--- src/rtl/serial_bit_tx_if.sv ---
// Valid/ready word handshake between a requester and serial_bit_tx.
// The requester is the master; the transmitter is the slave.
interface serial_bit_tx_if #(
    parameter int DATA_W = 8
);
    logic [DATA_W-1:0] tx_data;
    logic              tx_valid;
    logic              tx_ready;

    modport master (output tx_data, output tx_valid, input tx_ready);
    modport slave  (input tx_data, input tx_valid, output tx_ready);
endinterface

--- src/rtl/serial_bit_tx.sv ---
// Framed serial transmitter: start(0), data LSB-first, [even parity], stop(1).
// Defining SERIAL_TX_PARITY_EN inserts the parity bit between data and stop.
module serial_bit_tx #(
    parameter int DATA_W       = 8,
    parameter int CLKS_PER_BIT = 4
) (
    input  logic              clk,
    input  logic              reset,
    serial_bit_tx_if.slave    bus,
    output logic              tx_bit,
    output logic              busy
);
    localparam int TW = (CLKS_PER_BIT > 1) ? $clog2(CLKS_PER_BIT) : 1;
    localparam int IW = (DATA_W > 1) ? $clog2(DATA_W) : 1;
    localparam logic [TW-1:0] TMAX = TW'(CLKS_PER_BIT - 1);
    localparam logic [IW-1:0] IMAX = IW'(DATA_W - 1);

`ifdef SERIAL_TX_PARITY_EN
    typedef enum logic [2:0] {IDLE, START, DATA, STOP, PARITY} state_t;
`else
    typedef enum logic [2:0] {IDLE, START, DATA, STOP} state_t;
`endif

    state_t            state, state_d;
    logic [TW-1:0]     timer, timer_d;
    logic [IW-1:0]     idx, idx_d;
    logic [DATA_W-1:0] shreg, shreg_d;
    logic              tx_bit_d;
    logic              timer_last;

`ifdef SERIAL_TX_PARITY_EN
    logic par_q;

    // Parity is taken from the word as captured; the shift register is consumed later.
    always_ff @(posedge clk) begin
        if (reset)
            par_q <= 1'b0;
        else if (state == IDLE && bus.tx_valid)
            par_q <= ^bus.tx_data;
    end
`endif

    assign bus.tx_ready = (state == IDLE);
    assign busy         = ~bus.tx_ready;
    assign timer_last   = (timer == TMAX);

    always_comb begin
        state_d = state;
        timer_d = timer;
        idx_d   = idx;
        shreg_d = shreg;
        if (state != IDLE)
            timer_d = timer_last ? '0 : timer + 1'b1;
        case (state)
            IDLE: begin
                if (bus.tx_valid) begin
                    state_d = START;
                    shreg_d = bus.tx_data;
                    timer_d = '0;
                    idx_d   = '0;
                end
            end
            START: if (timer_last) state_d = DATA;
            DATA: begin
                if (timer_last) begin
                    shreg_d = shreg >> 1;
                    if (idx == IMAX) begin
                        idx_d = '0;
`ifdef SERIAL_TX_PARITY_EN
                        state_d = PARITY;
`else
                        state_d = STOP;
`endif
                    end else begin
                        idx_d = idx + 1'b1;
                    end
                end
            end
`ifdef SERIAL_TX_PARITY_EN
            PARITY: if (timer_last) state_d = STOP;
`endif
            STOP: if (timer_last) state_d = IDLE;
            default: state_d = IDLE;
        endcase
    end

    // The line value is derived from the next state so tx_bit stays a pure flop output.
    always_comb begin
        tx_bit_d = 1'b1;
        case (state_d)
            START:   tx_bit_d = 1'b0;
            DATA:    tx_bit_d = shreg_d[0];
`ifdef SERIAL_TX_PARITY_EN
            PARITY:  tx_bit_d = par_q;
`endif
            default: tx_bit_d = 1'b1;
        endcase
    end

    always_ff @(posedge clk) begin
        if (reset) begin
            state  <= IDLE;
            timer  <= '0;
            idx    <= '0;
            shreg  <= '0;
            tx_bit <= 1'b1;
        end else begin
            state  <= state_d;
            timer  <= timer_d;
            idx    <= idx_d;
            shreg  <= shreg_d;
            tx_bit <= tx_bit_d;
        end
    end
endmodule
--- src/flat_wrapper.sv ---
// flat-port wrapper written by rule: the top's interface ports become plain ports
module serial_bit_tx_flat 
#(
    parameter int DATA_W       = 8,
    parameter int CLKS_PER_BIT = 4
)
  (clk, reset, tx_bit, busy, bus_tx_data, bus_tx_valid, bus_tx_ready);
  serial_bit_tx_if #(.DATA_W(DATA_W)) bus_i ();
  input  logic clk;
  input  logic reset;
  output logic tx_bit;
  output logic busy;
  input wire logic [$bits(bus_i.tx_data)-1:0] bus_tx_data;
  input wire logic [$bits(bus_i.tx_valid)-1:0] bus_tx_valid;
  output wire logic [$bits(bus_i.tx_ready)-1:0] bus_tx_ready;
  assign bus_i.tx_data = bus_tx_data;
  assign bus_i.tx_valid = bus_tx_valid;
  assign bus_tx_ready = bus_i.tx_ready;
  serial_bit_tx #(.DATA_W(DATA_W), .CLKS_PER_BIT(CLKS_PER_BIT)) u_core (.clk(clk), .reset(reset), .bus(bus_i), .tx_bit(tx_bit), .busy(busy));
endmodule
--- config.mk ---
export PLATFORM = sky130hd
export DESIGN_NAME = serial_bit_tx_flat
export DESIGN_NICKNAME = d
export VERILOG_FILES = /design/src/rtl/serial_bit_tx_if.sv /design/src/rtl/serial_bit_tx.sv /design/src/flat_wrapper.sv
export SDC_FILE = /design/constraint.sdc
export NUM_CORES = 1
export LEC_CHECK = 0
export ABC_CLOCK_PERIOD_IN_PS = 2800
export CAP_MARGIN = 20
export CORE_MARGIN = 10
export CORE_UTILIZATION = 53
export CTS_CLUSTER_SIZE = 40
export DETAILED_ROUTE_END_ITERATION = 6
export HOLD_SLACK_MARGIN = 0.12
export PLACE_DENSITY = 0.85
export SYNTH_ARGS = -nofsm -noshare
export SYNTH_HDL_FRONTEND = slang
export SYNTH_SLANG_ARGS = --single-unit
--- constraint.sdc ---
create_clock -name clk -period 2.8 [get_ports clk]
set_clock_uncertainty 0.15 [all_clocks]
set_input_delay 0.7 -clock clk [delete_from_list [all_inputs] [get_ports clk]]
set_output_delay 0.7 -clock clk [all_outputs]
set_load 0.005 [all_outputs]
==> results.json, run 1 <==
{
  "cts_setup_buffers": 0,
  "fin_nets": 121,
  "drt-initial-drc-count": 14,
  "leakage_nw": 0.3591,
  "fin_ws_ns": 0.1728,
  "cp-start-kind": "flip-flop",
  "core_um2": 1366,
  "grt_max_degree": 13,
  "clock-sinks": 17,
  "synth-edff-count": 0,
  "maxSlewViolCount": 0,
  "antennaDiodeCount": 0,
  "synthTopCellsByArea": "dfxtp_1 43%, a21oi_1 6.9%, a22oi_1 6.6%, nand2_1 6.6%, ha_1 4.7%",
  "synth_fp_nets": 106,
  "fin_area_um2": 968.4,
  "cts_resized": 0,
  "dpl_cell_area_um2": 942.2,
  "cp-endpoint": "bus_tx_ready",
  "via_count": 688,
  "place_congestion": 0.7404,
  "grtUsageTotal_pct": 9.024,
  "setup-violations-final": 0,
  "ys_seq_elements": 17,
  "drt_wl_total_um": 1611,
  "hold_depth": 2,
  "ys_warn_count": 0,
  "dieArea_um2": 3466,
  "layout_min_cycle_time_ns": 2.627,
  "grt_pass1_vias": 605,
  "netlist_top_cells_count": "17 x dfxtp_1, 14 x nand2_1, 11 x a21oi_1",
  "r2r_end": "u_core.idx[0]$_SDFFE_PP0P_",
  "synth_cells": 92,
  "synth_cell_types": 30,
  "cp.required_ns": 1.95,
  "synth_top_cell_by_area": "dfxtp_1",
  "viasPerCell": 5.686,
  "whs_ns": 0.3192,
  "clock.fmax_mhz": 380.6,
  "dr.pass1.iters": 4,
  "outcome": "completed",
  "die_x_um": 58.87,
  "io_buffers": 13,
  "drc_errors": 0,
  "rr_startpoint": "u_core.timer[0]$_SDFF_PP0_",
  "dp_hpwl_um": 1249,
  "die_h_um": 58.87,
  "antenna_found_initial": 0,
  "cts_made_buffers": 3,
  "grt_setup_unrepaired": "no",
  "reg2regPathDepth": 6,
  "io_pins": 14,
  "rrSetupSlack_ns": 0.84,
  "synth.most_common_cell": "dfxtp_1",
  "arrival_ns": 1.78,
  "post-route-util_pct": 70.88,
  "ys_seq_area_share_pct": 42.50,
  "htree_levels": 1,
  "async_reset_ff_share_pct": 0,
  "hp-class": "flip-flop to flip-flop",
  "critPathKind": "flip-flop to output pin",
  "antenna_left": 0,
  "ir_drop_uv": 355.3,
  "cap_violations": 0,
  "tritoncts": "built",
  "fin_setup_tns_ns": 0,
  "period_share_pct": 93.83,
  "ys.flop_type": "dfxtp_1",
  "p_per_area_nw_per_um2": 464.0,
  "dp_slack_ns": 0.4412,
  "synthesis.area_um2": 800.8,
  "overflow": 0,
  "hold_violations": 0,
  "area_growth_pct": 20.94,
  "syn_avg_cell_area_um2": 8.704,
  "endpoint_kind": "output pin",
  "root_buffer": "clkbuf_4",
  "grt_pass1_wl_um": 2525,
  "path_clk_slew_ns": 0.10,
  "critical_path_peak_fanout": 8,
  "drive_above_1_share_pct": 10.38,
  "cts_buffer_depth": 2,
  "clock_latency_ns": 0.29,
  "start_util_pct": 58.61,
  "synth_top_area_share_pct": 42.50,
  "crit_start": "u_core.state[0]$_SDFF_PP0_",
  "num_rows": 13,
  "routedWlPerCell_um": 13.31,
  "cts-hold-fix-buffers": 0
}
per-layer routing:
layer / up-vias / routed length (um) / track usage, %
met4: 0 / 12 / 3.934
met5: - / 0 / 0
met2: 14 / 771 / 15.47
li1: 355 / - / -
met3: 2 / 85 / 2.361
met1: 317 / 741 / 10.17
through the flow:
step | power, mW | instances
2_1_floorplan | 0.2981 | 92
3_3_place_gp | 0.3228 | 117
3_5_place_dp | 0.3252 | 117
4_1_cts | 0.4522 | 121
5_1_grt | 0.4670 | 121
6_report | 0.4494 | 121
critical path, stage by stage, from the launching register on:
cell and delay [ns]:
dfxtp_1 0.43, nor3_1 0.46, clkdlybuf4s50_1 0.60
logic make-up after synthesis:
family / share of synthesized area [%]
AND/OR/NAND/NOR: 23.91
XOR/XNOR: 1.094
multiplexers: 2.500
adder cells (fa/ha/maj): 4.688
AO/OA/AOI/OAI: 18.75
other: 0.4683
flip-flops: 42.50
buffers and inverters: 6.093
sequential cells by signal (all words and copies together), names as in the netlist:
name and cells:
u_core.timer 2, u_core.idx 3, u_core.tx_bit 1, u_core.state 3, u_core.shreg 8
worst min path at each step:
stage                          startpoint                    endpoint  slack, ns
6_report       u_core.idx[2]$_SDFFE_PP0P_  u_core.idx[2]$_SDFFE_PP0P_       0.32
3_5_place_dp   u_core.idx[2]$_SDFFE_PP0P_  u_core.idx[2]$_SDFFE_PP0P_       0.31
5_1_grt        u_core.idx[2]$_SDFFE_PP0P_  u_core.idx[2]$_SDFFE_PP0P_       0.34
2_1_floorplan  u_core.idx[1]$_SDFFE_PP0P_  u_core.idx[1]$_SDFFE_PP0P_       0.29
3_3_place_gp   u_core.idx[2]$_SDFFE_PP0P_  u_core.idx[2]$_SDFFE_PP0P_       0.29
4_1_cts        u_core.idx[2]$_SDFFE_PP0P_  u_core.idx[2]$_SDFFE_PP0P_       0.32
power by group:
| group | internal, mW | total, mW | switching [mW] |
|---|---|---|---|
| clock network | 0.0553 | 0.130 | 0.0750 |
| registers | 0.252 | 0.261 | 0.00882 |
| logic | 0.0332 | 0.0583 | 0.0251 |
cells in the final DEF, fill, tap and decap left out, drive strengths merged:
cell type	synthesis	final
o22ai	1	1
or2	1	1
nor4bb	1	1
xor2	1	1
dfxtp	17	17
a31oi	2	2
nor4b	1	1
a221o	1	1
clkbuf	2	4
a22oi	7	7
nand3b	1	1
conb	1	1
nor4	1	1
nand2	14	14
nor2	5	5
clkdlybuf4s50	0	13
nor3b	2	2
a21oi	11	11
ha	3	3
o21ai	1	1
nand3	3	3
o2bb2ai	1	1
mux2i	2	2
nor3	4	4
buf	5	4
or3b	1	1
inv	3	3
layout make-up:
type                       instances  area, um^2
timing repair buffer              17       160.2
clock buffer                       4       26.28
sequential                        17       340.3
multi-input combinational         65       411.6
tap                               15       18.77
fill                             117       397.9
inverter                           3       11.26
Note: power is estimated with default switching activity, not from simulation.
==> run 2, diff against run 1 <==
--- a/config.mk
+++ b/config.mk
@@ -13,6 +13,7 @@
 export DETAILED_ROUTE_END_ITERATION = 6
 export HOLD_SLACK_MARGIN = 0.12
 export PLACE_DENSITY = 0.85
+export RECOVER_POWER = 25
 export SYNTH_ARGS = -nofsm -noshare
 export SYNTH_HDL_FRONTEND = slang
 export SYNTH_SLANG_ARGS = --single-unit
==> run 2 against run 1 <==
  * Sequential cell count unchanged
  * Sequential share of layout area is the same
  * Hold slack about the same
  * Maximum frequency about the same
  * Global-route usage unchanged
  * Power down 0.12%
  * Non-clock buffer count unchanged
  * Final cell count unchanged
==> results.json, run 2 (synthesis gave the netlist of run 1 again) <==
{
  "layout_commonest_cell": "dfxtp_1",
  "reg2regPathDepth": 6,
  "io_buffers": 13,
  "drt-initial-drc-count": 10,
  "r2r_end": "u_core.idx[0]$_SDFFE_PP0P_",
  "clock_latency_ns": 0.29,
  "largest_registers": "u_core.shreg: 8 flops, u_core.idx: 3 flops, u_core.state: 3 flops",
  "die_x_um": 58.87,
  "antenna_left": 0,
  "p_per_area_nw_per_um2": 463.5,
  "rr_startpoint": "u_core.timer[0]$_SDFF_PP0_",
  "critPathKind": "flip-flop to output pin",
  "path_clk_slew_ns": 0.10,
  "regMostFlops": "u_core.shreg",
  "path_cells": "nor3_1, clkdlybuf4s50_1",
  "ir_drop_uv": 353.4,
  "crit_family": "buffers and inverters",
  "cap_violations": 0,
  "cts-hold-fix-buffers": 0,
  "min_to": "u_core.idx[2]$_SDFFE_PP0P_",
  "fin_nets": 121,
  "grt_pass1_vias": 605,
  "io_pins": 14,
  "area_growth_pct": 20.94,
  "maxSlewViolCount": 0,
  "viasPerCell": 5.711,
  "die_h_um": 58.87,
  "hold_violations": 0,
  "grt_pass1_wl_um": 2525,
  "cpPeakStageDelay_ns": 0.60,
  "overflow": 0,
  "antenna_found_initial": 0,
  "leakage_nw": 0.3596,
  "hp-class": "flip-flop to flip-flop",
  "clock-sinks": 17,
  "drive_above_1_share_pct": 10.38,
  "cp-start-kind": "flip-flop",
  "cts_setup_buffers": 0,
  "cp.required_ns": 1.95,
  "drc_errors": 0,
  "start_util_pct": 58.61,
  "period_share_pct": 93.76,
  "min_from": "u_core.idx[2]$_SDFFE_PP0P_",
  "dr.pass1.iters": 4,
  "grt_setup_unrepaired": "no",
  "tritoncts": "built",
  "layout_min_cycle_time_ns": 2.625,
  "htree_levels": 1,
  "endpoint_kind": "output pin",
  "core_um2": 1366,
  "post-route-util_pct": 70.88,
  "cts_buffer_depth": 2,
  "grt_max_degree": 13,
  "layout_common_cells": "17 x dfxtp_1, 14 x nand2_1, 11 x a21oi_1, 11 x clkdlybuf4s50_1, 7 x a22oi_1",
  "cts_made_buffers": 3,
  "arrival_ns": 1.78,
  "setup-violations-final": 0,
  "clock.fmax_mhz": 380.9,
  "dpl_cell_area_um2": 942.2,
  "antennaDiodeCount": 0,
  "cts_resized": 0,
  "root_buffer": "clkbuf_4",
  "rrSetupSlack_ns": 0.84,
  "num_rows": 13,
  "fin_area_um2": 968.4,
  "outcome": "completed",
  "hold_depth": 2,
  "cp_slowest_cell": "clkdlybuf4s50_1",
  "drt_wl_total_um": 1612,
  "place_congestion": 0.7404,
  "grtUsageTotal_pct": 9.024,
  "largest_reg_flops": 8,
  "via_count": 691,
  "fin_setup_tns_ns": 0,
  "routedWlPerCell_um": 13.32,
  "critical_path_peak_fanout": 8,
  "dieArea_um2": 3466,
  "path_buf_inv": 1,
  "dp_hpwl_um": 1249
}
## run 2: worst max-delay path by stage
stage	from	end	slack, ns	cells after the start
3_3_place_gp	bus_tx_valid	u_core.idx[0]$_SDFFE_PP0P_	0.47	5
4_1_cts	u_core.state[0]$_SDFF_PP0_	bus_tx_ready	0.16	2
6_report	u_core.state[0]$_SDFF_PP0_	bus_tx_ready	0.17	2
3_5_place_dp	bus_tx_valid	u_core.idx[0]$_SDFFE_PP0P_	0.44	5
2_1_floorplan	u_core.state[1]$_SDFF_PP0_	busy	0.88	3
5_1_grt	u_core.state[0]$_SDFF_PP0_	busy	0.1	3
## run 2: layer usage
| layer | share of wire [%] | GRT usage, % | routed length [um] |
|---|---|---|---|
| met1 | 46 | 10.17 | 741 |
| met5 | 0 | 0 | 0 |
| met4 | 0.74 | 3.934 | 12 |
| met2 | 48 | 15.47 | 773 |
| met3 | 5.3 | 2.361 | 85 |
## run 2: worst register-to-register path, stage by stage, from the launching register on
cell and delay (ns):
dfxtp_1 0.37, ha_1 0.30, nor4bb_1 0.26, buf_4 0.21
nor2_2 0.11, or3b_1 0.37, a21oi_1 0.12
## run 2: final cells by class
class	instances	area (um^2)
Multi-Input combinational cell	65	411.6
Sequential cell	17	340.3
Timing Repair Buffer	17	160.2
Clock buffer	4	26.28
Fill cell	117	397.9
Tap cell	15	18.77
Inverter	3	11.26
## run 2: where the power goes
part | switching [mW] | internal [mW] | total [mW] | leakage (nW)
clock | 0.0751 | 0.0553 | 0.130 | 0.0150
combinational | 0.0251 | 0.0327 | 0.0578 | 0.206
sequential | 0.00881 | 0.252 | 0.261 | 0.139
total | 0.109 | 0.340 | 0.449 | 0.360
## run 2: metrics by stage
step / hold slack, ns / cells / power, mW / worst slack, ns
floorplan: 0.2856 / 92 / 0.2981 / 0.8846
global placement: 0.2929 / 117 / 0.3228 / 0.4724
detailed placement: 0.3074 / 117 / 0.3252 / 0.4412
CTS: 0.3203 / 121 / 0.4522 / 0.1621
global route: 0.3356 / 121 / 0.4665 / 0.09789
finish: 0.3194 / 121 / 0.4488 / 0.1746
==> run 3, diff against run 2 <==
--- a/config.mk
+++ b/config.mk
@@ -5,14 +5,16 @@
 export SDC_FILE = /design/constraint.sdc
 export NUM_CORES = 1
 export LEC_CHECK = 0
-export ABC_CLOCK_PERIOD_IN_PS = 2800
+export ABC_CLOCK_PERIOD_IN_PS = 3000
 export CAP_MARGIN = 20
+export CELL_PAD_IN_SITES_DETAIL_PLACEMENT = 1
+export CELL_PAD_IN_SITES_GLOBAL_PLACEMENT = 1
 export CORE_MARGIN = 10
-export CORE_UTILIZATION = 53
+export CORE_UTILIZATION = 37
 export CTS_CLUSTER_SIZE = 40
 export DETAILED_ROUTE_END_ITERATION = 6
 export HOLD_SLACK_MARGIN = 0.12
-export PLACE_DENSITY = 0.85
+export PLACE_DENSITY = 0.8
 export RECOVER_POWER = 25
 export SYNTH_ARGS = -nofsm -noshare
 export SYNTH_HDL_FRONTEND = slang
==> constraint.sdc (replaced) <==
create_clock -name clk -period 3 [get_ports clk]
set_clock_uncertainty 0.15 [all_clocks]
set_input_delay 0.75 -clock clk [delete_from_list [all_inputs] [get_ports clk]]
set_output_delay 0.75 -clock clk [all_outputs]
set_load 0.005 [all_outputs]
==> run 3 against run 2 <==
  * Power decreased by 4.4%
  * Final cell count increased by 9.1%
  * Non-clock buffer count decreased by 1
  * Largest cell class unchanged
  * Hold slack got worse by 0.0059 ns
  * Clock power about the same
  * Via count increased by 3.3%
  * Critical path type unchanged
  * First-iteration DRC count increased by 50%
  * Sequential share of layout area decreased by 0.27 points
  * Register-to-register slack improved by 0.05 ns
  * Critical endpoint is now busy
  * Critical path depth increased by 1
  * Sequential power decreased by 7%
==> results.json, run 3 (synthesis gave the netlist of run 1 again) <==
{
  "outcome": "completed",
  "antenna_found_initial": 0,
  "antennaDiodeCount": 0,
  "path_buf_inv": 2,
  "drt_wl_total_um": 1982,
  "cpPeakStageDelay_ns": 0.48,
  "cp.depth": 3,
  "cp.required_ns": 2.10,
  "cp-endpoint": "busy",
  "setup-violations-final": 0,
  "path_cells": "nor3_1, inv_1, clkdlybuf4s50_1",
  "leakage_nw": 0.3542,
  "clock-sinks": 17,
  "p_per_area_nw_per_um2": 439.9,
  "cts_buffer_depth": 2,
  "die_h_um": 66.52,
  "clock_latency_ns": 0.30,
  "critical_path_peak_fanout": 13,
  "maxSlewViolCount": 0,
  "intPower_mw": 0.3176,
  "rr_startpoint": "u_core.state[1]$_SDFF_PP0_",
  "tritoncts": "built",
  "routedWlPerCell_um": 15.02,
  "period_share_pct": 91.71,
  "seq_power_share_pct": 56.8,
  "overflow": 0,
  "crit_start": "u_core.state[1]$_SDFF_PP0_",
  "hold_violations": 0,
  "fin_area_um2": 975.9,
  "cap_violations": 0,
  "endpoint_kind": "output pin",
  "grtUsageTotal_pct": 10.10,
  "grt_max_degree": 14,
  "layout_commonest_cell": "dfxtp_1",
  "ir_drop_uv": 218.9,
  "io_buffers": 13,
  "drive_above_1_share_pct": 9.524,
  "hp-class": "flip-flop to flip-flop",
  "layout_min_cycle_time_ns": 2.751,
  "grt_setup_unrepaired": "no",
  "arrival_ns": 1.85,
  "crit_family": "buffers and inverters",
  "power_mw": 0.4293,
  "start_util_pct": 40.00,
  "dp_hpwl_um": 1495,
  "reg2regPathDepth": 5,
  "placedCellCount": 128,
  "dpl_cell_area_um2": 949.7,
  "cts_resized": 0,
  "place_congestion": 0.7157,
  "cts-hold-fix-buffers": 0,
  "grt_pass1_wl_um": 3374,
  "area_growth_pct": 21.88,
  "p_comb_share_pct": 12.8,
  "fin_nets": 120,
  "rrSetupSlack_ns": 0.89,
  "cts_setup_buffers": 0,
  "clock.fmax_mhz": 363.5,
  "cp_slowest_cell": "nor3_1",
  "num_rows": 16,
  "path_clk_slew_ns": 0.11,
  "critPathKind": "flip-flop to output pin",
  "largest_registers": "u_core.shreg: 8 flops, u_core.idx: 3 flops, u_core.state: 3 flops",
  "viasPerCell": 5.409,
  "whs_ns": 0.3135,
  "htree_levels": 1,
  "dieArea_um2": 4425,
  "largest_reg_flops": 8,
  "drt-initial-drc-count": 15,
  "r2r_end": "u_core.idx[0]$_SDFFE_PP0P_",
  "root_buffer": "clkbuf_4",
  "final_cells": 132,
  "p_clk_share_pct": 30.4,
  "switchingPower_mw": 0.1117,
  "cts_made_buffers": 3,
  "antenna_left": 0,
  "drc_errors": 0,
  "via_count": 714,
  "die_x_um": 66.52,
  "grt_pass1_vias": 743,
  "layout_common_cells": "17 x dfxtp_1, 14 x nand2_1, 11 x a21oi_1, 11 x clkdlybuf4s50_1, 7 x a22oi_1",
  "io_pins": 14,
  "swShare_pct": 26.01,
  "regMostFlops": "u_core.shreg",
  "dr.pass1.iters": 3,
  "fin_setup_tns_ns": 0,
  "cp-start-kind": "flip-flop",
  "core_um2": 2002
}
[run 3: worst min-delay path, cell delays in order (launching register included)]
cell and delay, ns:
dfxtp_1 0.32, nand2_1 0.05, a21oi_1 0.05
[run 3: power groups by stage]
stage / clock network (mW) / logic [mW] / registers [mW]
2_1_floorplan: 0 / 0.0341 / 0.244
3_3_place_gp: 0 / 0.0540 / 0.248
3_5_place_dp: 0 / 0.0564 / 0.249
4_1_cts: 0.136 / 0.0567 / 0.244
5_1_grt: 0.147 / 0.0618 / 0.245
6_report: 0.130 / 0.0551 / 0.244
[run 3: cell type report]
cell class	count	area [um^2]
Fill cell	253	1026
Multi-Input combinational cell	65	411.6
Sequential cell	17	340.3
Timing Repair Buffer	16	152.6
Tap cell	27	33.78
Clock buffer	4	26.28
Inverter	3	11.26
[run 3: how the worst min path moves through the flow]
stage / start / end / slack [ns] / cells past startpoint
2_1_floorplan: u_core.idx[1]$_SDFFE_PP0P_ / u_core.idx[1]$_SDFFE_PP0P_ / 0.29 / 2
3_3_place_gp: u_core.idx[1]$_SDFFE_PP0P_ / u_core.idx[1]$_SDFFE_PP0P_ / 0.29 / 2
3_5_place_dp: u_core.idx[1]$_SDFFE_PP0P_ / u_core.idx[1]$_SDFFE_PP0P_ / 0.30 / 2
4_1_cts: u_core.idx[1]$_SDFFE_PP0P_ / u_core.idx[1]$_SDFFE_PP0P_ / 0.32 / 2
5_1_grt: u_core.idx[1]$_SDFFE_PP0P_ / u_core.idx[1]$_SDFFE_PP0P_ / 0.33 / 2
6_report: u_core.idx[1]$_SDFFE_PP0P_ / u_core.idx[1]$_SDFFE_PP0P_ / 0.31 / 2
[run 3: through the flow]
stage	util (%)	setup WS, ns
after floorplan	-	1.035
after CTS	48.75	0.2230
after detailed placement	47.44	0.5291
after global routing	48.75	0.08371
final	48.75	0.2486
after global placement	47.44	0.5733
[run 3: routing by layer]
layer / part of all wire (%) / global-route usage (%) / wire [um] / vias up
met5: 0 / 0 / 0 / -
met4: 4.4 / 8.639 / 87 / 0
met3: 2.1 / 2.341 / 41 / 6
met2: 49 / 15.91 / 976 / 10
met1: 44 / 11.20 / 877 / 344
li1: - / - / - / 354
